--- config.mk ---
export PLATFORM = sky130hd
export DESIGN_NAME = serial_subtractor
export DESIGN_NICKNAME = d
export VERILOG_FILES = /design/src/rtl/serial_subtractor.sv
export SDC_FILE = /design/constraint.sdc
export NUM_CORES = 1
export LEC_CHECK = 0
export BUFFER_PORTS_ARGS = -buffer_cell sky130_fd_sc_hd__buf_2
export CORE_AREA = 2 2 86 63
export DETAILED_ROUTE_END_ITERATION = 8
export DIE_AREA = 0 0 88 65
export GPL_ROUTABILITY_DRIVEN = 0
export PLACE_DENSITY = 0.52
export SETUP_SLACK_MARGIN = 0.4
export SYNTH_ARGS = -nofsm -noshare
export SYNTH_HDL_FRONTEND = slang
export SYNTH_HIERARCHICAL = 1
export SYNTH_SLANG_ARGS = --single-unit
--- constraint.sdc ---
create_clock -name clk -period 3.3 [get_ports clk]
set_input_delay 0.495 -clock clk [delete_from_list [all_inputs] [get_ports clk]]
set_output_delay 0.495 -clock clk [all_outputs]
set_load 0.01 [all_outputs]
--- src/rtl/serial_subtractor.sv ---
// serial_subtractor -- bit-serial unsigned subtractor, LSB first.
//
// Computes a - b as a + ~b + 1 using one full_adder cell and a registered
// carry that starts at 1. One result bit is produced per clock.
//
// Optional feature macro: SERIAL_SUB_OVERFLOW_EN (adds the signed overflow port).
//
// Ports:
//   clk       in   1      clock, all state on posedge
//   rst       in   1      synchronous active-high reset
//   start     in   1      request, sampled only while ready=1
//   a, b      in   WIDTH  minuend / subtrahend, captured on accepted start
//   ready     out  1      idle, start will be accepted
//   done      out  1      one-cycle pulse, diff/borrow valid from this cycle
//   diff      out  WIDTH  a - b mod 2^WIDTH
//   borrow    out  1      a < b (unsigned)
//   overflow  out  1      signed overflow (SERIAL_SUB_OVERFLOW_EN only)

module full_adder (
  input  logic a,
  input  logic b,
  input  logic cin,
  output logic s,
  output logic cout
);
  assign s    = a ^ b ^ cin;
  assign cout = (a & b) | (cin & (a ^ b));
endmodule

module serial_subtractor #(
  parameter int WIDTH = 8
) (
  input  logic             clk,
  input  logic             rst,
  input  logic             start,
  input  logic [WIDTH-1:0] a,
  input  logic [WIDTH-1:0] b,
  output logic             ready,
  output logic             done,
  output logic [WIDTH-1:0] diff,
  output logic             borrow
`ifdef SERIAL_SUB_OVERFLOW_EN
  ,
  output logic             overflow
`endif
);

  typedef enum logic [1:0] {IDLE, SHIFT, DONE} state_t;

  localparam int CW = (WIDTH > 2) ? $clog2(WIDTH) : 1;
  localparam logic [CW-1:0] LAST = CW'(WIDTH - 1);

  state_t           state_q, state_d;
  logic [WIDTH-1:0] sa_q, sa_d, sb_q, sb_d, diff_q, diff_d;
  logic [WIDTH-2:0] res_q, res_d;   // partial result, MSB-filled
  logic [CW-1:0]    count_q, count_d;
  logic             carry_q, carry_d;
  logic             ready_q, ready_d, done_q, done_d, borrow_q, borrow_d;
  logic             fa_s, fa_cout;
  logic [WIDTH-1:0] res_full;       // result after inserting this cycle's bit
`ifdef SERIAL_SUB_OVERFLOW_EN
  logic             ovf_q, ovf_d;
`endif

  full_adder u_fa (
    .a    (sa_q[0]),
    .b    (~sb_q[0]),
    .cin  (carry_q),
    .s    (fa_s),
    .cout (fa_cout)
  );

  assign res_full = {fa_s, res_q};

  always_comb begin
    state_d  = state_q;
    sa_d     = sa_q;
    sb_d     = sb_q;
    res_d    = res_q;
    count_d  = count_q;
    carry_d  = carry_q;
    ready_d  = ready_q;
    done_d   = done_q;
    diff_d   = diff_q;
    borrow_d = borrow_q;
`ifdef SERIAL_SUB_OVERFLOW_EN
    ovf_d    = ovf_q;
`endif
    case (state_q)
      IDLE: begin
        ready_d = 1'b1;
        done_d  = 1'b0;
        if (start) begin
          sa_d    = a;
          sb_d    = b;
          carry_d = 1'b1;
          count_d = '0;
          ready_d = 1'b0;
          state_d = SHIFT;
        end
      end
      SHIFT: begin
        carry_d = fa_cout;
        res_d   = res_full[WIDTH-1:1];
        sa_d    = sa_q >> 1;
        sb_d    = sb_q >> 1;
        count_d = count_q + CW'(1);
        if (count_q == LAST) begin
          diff_d   = res_full;
          borrow_d = ~fa_cout;
          done_d   = 1'b1;
          state_d  = DONE;
`ifdef SERIAL_SUB_OVERFLOW_EN
          // On the last step sa_q[0]/sb_q[0] are the captured operand MSBs
          // and fa_s is the result MSB.
          ovf_d    = (sa_q[0] != sb_q[0]) && (fa_s != sa_q[0]);
`endif
        end
      end
      DONE: begin
        done_d  = 1'b0;
        ready_d = 1'b1;
        state_d = IDLE;
      end
      default: begin
        done_d  = 1'b0;
        ready_d = 1'b1;
        state_d = IDLE;
      end
    endcase
  end

  always_ff @(posedge clk) begin
    if (rst) begin
      state_q  <= IDLE;
      sa_q     <= '0;
      sb_q     <= '0;
      res_q    <= '0;
      count_q  <= '0;
      carry_q  <= 1'b1;
      ready_q  <= 1'b1;
      done_q   <= 1'b0;
      diff_q   <= '0;
      borrow_q <= 1'b0;
`ifdef SERIAL_SUB_OVERFLOW_EN
      ovf_q    <= 1'b0;
`endif
    end else begin
      state_q  <= state_d;
      sa_q     <= sa_d;
      sb_q     <= sb_d;
      res_q    <= res_d;
      count_q  <= count_d;
      carry_q  <= carry_d;
      ready_q  <= ready_d;
      done_q   <= done_d;
      diff_q   <= diff_d;
      borrow_q <= borrow_d;
`ifdef SERIAL_SUB_OVERFLOW_EN
      ovf_q    <= ovf_d;
`endif
    end
  end

  assign ready  = ready_q;
  assign done   = done_q;
  assign diff   = diff_q;
  assign borrow = borrow_q;
`ifdef SERIAL_SUB_OVERFLOW_EN
  assign overflow = ovf_q;
`endif

endmodule

# [Word-level counts from Yosys, hierarchy flattened]
# Index checks and enable logic that the tools add are counted.
[classes] bitwise_logic=8 div_mod_pow=0 n_addsub=1 order_cmp=0 n_mul=0 reduce_logical=6 n_mux=13 eq_ne=4 shifts=0
[ops] op="$pmux 8 s2" count=2
[ops] op="$mux 8" count=2
[ops] op="$pmux 3 s2" count=1
[ops] op="$reduce_and 2->1" count=3
[ops] op="$mux 2" count=2
[ops] op="$ne 2x2->1 const B" count=2
[ops] op="$pmux 1 s2" count=2
[ops] op="$pmux 2 s2" count=1
[ops] op="$add 3x1->3 const B" count=1
[ops] op="$eq 3x3->1 const B" count=1
[ops] op="$mux 3" count=1
[ops] op="$not 1->1" count=3
[ops] op="$and 1x1->1" count=2
[ops] op="$eq 2x1->1 const B" count=1
[ops] op="$logic_not 2->1" count=1
[ops] op="$mux 1" count=2
[ops] op="$reduce_bool 2->1" count=1
[ops] op="$reduce_or 2->1" count=1
[ops] op="$xor 1x1->1" count=2
[ops] op="$or 1x1->1" count=1
[totals] mem_count=0 elab_cells=42 mem_bits_ro=0 ff_bits=40 in_bits=19 latchBits=0 mem_bits_rw=0

# [Logic depth before layout (Yosys ltp)]
[depth] ltp_word=5 depth_mapped=6 mapped_depth_nobuf=5

# [By module]
# The synthesis kept the hierarchy.
[by_module_without_submodules] mod="serial_subtractor" area_per_inst_um2=1635.3 n_inst=1 cells_per_inst=174 seq_area_each_um2=800.8
[by_module_without_submodules] mod="full_adder" area_per_inst_um2=20.0 n_inst=1 cells_per_inst=1 seq_area_each_um2=0.0

# [Least setup slack after synthesis]
# No wires, ideal clock.
[synth_path] path_kind="register to register" from="reg count_q[0]" to="reg borrow_q (netlist: borrow)" arrival_ns=1.203 required_time_ns=3.213 period_less_slack_ns=1.290 path_stages_with_launch=6 slack_ns=2.010 cell_sequence="dfxtp_1 ha_1 ha_1 and3b_1 buf_2 a211oi_1"
[synth_via] elab_chain_len=2
[synth_lines] item="from (decl)" line="56" text="logic [CW-1:0] count_q, count_d;"
[synth_lines] item="from (signal assigned)" line="153" text="count_q <= count_d;"
[synth_lines] item="$eq 3x3->1" line="108" text="if (count_q == LAST) begin"
[synth_lines] item="$reduce_and 2->1 (no source line)"
[synth_lines] item="to (signal assigned)" line="158" text="borrow_q <= borrow_d;"
[synth_lines] item="to (decl)" line="58" text="logic ready_q, ready_d, done_q, done_d, borrow_q, borrow_d;"
# No other way between the ends.
# A chain may end at the register's enable or synchronous reset.

# [Final worst setup path]
[layout_path] from="reg state_q[0]" to="reg count_q[0]"
[layout_via] elab_chain_len=3 word_cells_on_any_way=6
[layout_lines] item="from (decl)" line="53" text="state_t state_q, state_d;"
[layout_lines] item="from (signal assigned)" line="149" text="state_q <= state_d;"
[layout_lines] item="$eq 2x1->1 or $logic_not 2->1 (tied branches)" line="89" text="case (state_q)"
[layout_lines] item="$reduce_bool 2->1 (no source line) or $ne 2x2->1 (tied branches)"
[layout_lines] item="$reduce_and 2->1 (no source line)"
# Parallel ways exist; a longest one is shown, timed or not.

==> results.txt <==
----------------------------------------------------
[Drt]
  Drt via density ... 4.56
  # DRC ... 0
  Drt initial violations ... 60
  Average wire length per cell after detail routing ... 11.4 microns
  DRT Wirelength ... 3.10 mm
  Count of nets left with antenna violations after detail routing ... 0
  Met1 wire length ... 1.65 mm
  Top layer in use ... met4
  Number of vias in the routed layout ... 1,240
  Wire length on met3 ... 144 microns
  Met2 wire len ... 1.27 mm
  Length of the first detailed-routing pass in iterations ... 4

[Synthesis]
  Ys Warns ... 6
  Most area-hungry cell type in the Yosys netlist ... sky130_fd_sc_hd__dfxtp_1
  Synthesized net count ... 197
  Mean area per synthesized cell ... 9.46 sq um
  Count of cell types in the netlist ... 26
  Seq/Total Area, Yosys ... 0.484
  Area of the mapped netlist ... 1660 sq um
  Post-Syn Instances ... around 180
  Top cells by area, synth ... sky130_fd_sc_hd__dfxtp_1 (48%), sky130_fd_sc_hd__mux2i_1 (8.5%), sky130_fd_sc_hd__a211oi_2 (7.6%), sky130_fd_sc_hd__nand2_1 (6.8%), sky130_fd_sc_hd__nor2_1 (5.0%)
  Number of register bits inferred by synthesis ... 40
  Post-synth top area share ... 0.484

[Floorplan]
  Die Span X ... 88 microns
  Standard cell core area ... 4980 sq um
  I/O pin count ... 30
  Total die area ... 5720 sq um
  Standard-cell row count ... 22
  Chip Height ... 65 microns
  Initial core utilization ... 0.332

[Global route]
  Initial antenna violation count ... 0
  Aggregate global-route resource usage ... 0.121
  Number of global-route vias before repair ... about 1,200
  Wire length of the first global-routing pass ... 5.42 mm
  GR Overflow Total ... 0
  Maximum number of pins on one net before global-route repair ... 41

[Setup path]
  Endpoint arrival time on the critical path ... 2.05 ns
  Largest stage delay on the critical path ... between 0.5 and 0.6 ns
  CP Class ... flip-flop to flip-flop
  Max Fanout on Critical Path ... 17
  Nature of the critical path startpoint ... flip-flop
  Worst EP required ... 3.49 ns
  Type of element capturing the critical path ... flip-flop
  Series of cell instances along the critical path ... buf_4 > nor2b_1 > nor2_1 > a211oi_1
  Critical-path cell with the highest stage delay ... sky130_fd_sc_hd__nor2b_1

[STA]
  Maximum clock frequency ... between 500 and 600 MHz
  Total negative slack for setup checks ... 0 ns
  Worst max-slew margin expressed relative to the limit ... 0.451
  Final setup violating endpoints ... 0
  Unrepaired setup endpoints after global routing ... false
  Post-route clock period utilization ... 0.564
  Transition time at the pin with the least slew margin ... 0.823 ns
  Final count of pins violating max slew ... 0
  Number of hold violations in the final report ... 0
  Minimum period implied by the final worst setup slack ... 1.86 ns
  Clock Skews ... slightly below 0.008 ns

[Pwr]
  Reported leakage power ... ~0.75 nW
  Peak supply drop ... approximately 0.22 mV
  Power per Cell Area ... 526 nW/um^2
  Total design power ... slightly above 1 mW

[Status]
  Outcome ... finished clean

[CTS]
  Worst-case clock buffer depth ... 2
  Num CTS Buffers ... 5
  Clock tree from TritonCTS ... done
  Worst-Skew Late Latency ... 0.28 ns
  Number of gates resized after CTS ... 0
  Number of hold buffers added after cts ... 0
  Post-CTS clock slew at the launch and capture registers of the worst setup and hold paths ... 0.07 ns
  H-tree Lvls ... 2
  Setup Buffers After CTS ... 0
  Root buffer selected by CTS ... sky130_fd_sc_hd__clkbuf_8
  Number of clock sinks seen by CTS ... 40

[Place]
  Post-detailed-placement half-perimeter wirelength ... 2.07 mm
  Count of buffers inserted at the top-level ports ... 29

[Layout]
  Layout overhead on the synthesized area ... 16.3%
  Share of cells above drive strength 1 ... 0.240
  Most common cell after layout, fill and taps aside ... sky130_fd_sc_hd__dfxtp_1
  Count of inserted antenna diode cells ... 0
  Net count, final ... 221
  Top library cells by usage in the layout, fill and taps aside ... sky130_fd_sc_hd__dfxtp_1 (40), sky130_fd_sc_hd__nand2_1 (30), sky130_fd_sc_hd__buf_2 (29), sky130_fd_sc_hd__nor2_1 (22), sky130_fd_sc_hd__a21oi_1 (16)

[Worst hold path]
  HP Class ... flip-flop to flip-flop

[Flow run]
  Max cap viols ... 0

----------------------------------------------------
-- routing by layer --
metal  global-route usage  up-vias
li1                     -      649
met1                0.170      567
met2                0.176       19
met3               0.0357        5
met4               0.0404        0
met5                    0        -
-- per-stage QoR --
stage | cell area [sq um] | utilization | std cells | hold slack (ns) | setup WS [ns]
after global placement | 1820 | 0.365 | 264 | 0.446 | 1.51
final | 1920 | 0.386 | 272 | 0.455 | 1.44
after detailed placement | 1820 | 0.365 | 264 | 0.446 | 1.49
after floorplan | 1660 | - | 175 | 0.432 | 2.01
after CTS | 1920 | 0.386 | 272 | 0.457 | 1.46
after global routing | 1920 | 0.386 | 272 | 0.465 | 1.20
-- layout make-up --
| type | count | area (sq um) |
|---|---|---|
| multi-input combinational | 120 | 766 |
| clock buffer | 6 | 72.6 |
| inverter | 2 | 7.51 |
| tap | 72 | 90.1 |
| sequential | 40 | 801 |
| fill | 504 | 3060 |
| clock inverter | 2 | 35.0 |
| timing repair buffer | 30 | 153 |
-- final timing paths --
check,startpoint,end,slack (ns),cells past startpoint
worst max-delay path,state_q[0],count_q[0],1.44,4
worst min-delay path,res_q[0],res_q[0],0.46,2
worst max register to register,state_q[0],count_q[0],1.44,4
worst min register to register,res_q[0],res_q[0],0.46,2
-- cells by family after synthesis --
family,synth area share
and+or+nand+nor,0.160
AOI/OAI and AO/OA,0.190
DFF,0.484
buffers and inverters,0.0537
muxes,0.0847
adders and majority gates,0.0272
-- critical path: cells and delay by family, from the launching register on --
kind	cells	cell delay (ns)
DFF	1	0.54
and+or+nand+nor	2	0.67
AOI/OAI and AO/OA	1	0.23
buffers and inverters	1	0.32
-- synth_stat cells --
library cell and count:
sky130_fd_sc_hd__nor2b_1 3, sky130_fd_sc_hd__nand2b_1 2, sky130_fd_sc_hd__dfxtp_1 40, sky130_fd_sc_hd__o21ba_4 1
sky130_fd_sc_hd__a211oi_1 6, sky130_fd_sc_hd__nor3b_1 1, sky130_fd_sc_hd__nand2_1 30, sky130_fd_sc_hd__buf_2 5
sky130_fd_sc_hd__a22oi_1 4, sky130_fd_sc_hd__o22ai_1 1, sky130_fd_sc_hd__nor3_1 3, sky130_fd_sc_hd__buf_6 3
sky130_fd_sc_hd__buf_4 1, sky130_fd_sc_hd__a211oi_2 10, sky130_fd_sc_hd__ha_1 2, sky130_fd_sc_hd__nor2_1 22
sky130_fd_sc_hd__fa_1 1, sky130_fd_sc_hd__mux2i_1 14, sky130_fd_sc_hd__a21oi_1 16, sky130_fd_sc_hd__o21bai_1 1
sky130_fd_sc_hd__clkbuf_1 3, sky130_fd_sc_hd__inv_1 2, sky130_fd_sc_hd__nand3b_1 1, sky130_fd_sc_hd__o21ai_0 1
sky130_fd_sc_hd__buf_1 1, sky130_fd_sc_hd__and3b_1 1
-- where the power goes --
| group | internal (mW) | total [mW] | switching (mW) |
|---|---|---|---|
| combinational | 0.0461 | 0.104 | 0.0582 |
| sequential | 0.505 | 0.521 | 0.0151 |
| clock | 0.224 | 0.388 | 0.163 |
-- registers in the layout, indices dropped and copies added (netlist names) --
register,cells
carry_q,1
state_q,2
sa_q,8
ready,1
count_q,3
borrow,1
res_q,7
sb_q,8
done,1
diff,8
No activity file was read; power rests on OpenSTA's default activity.
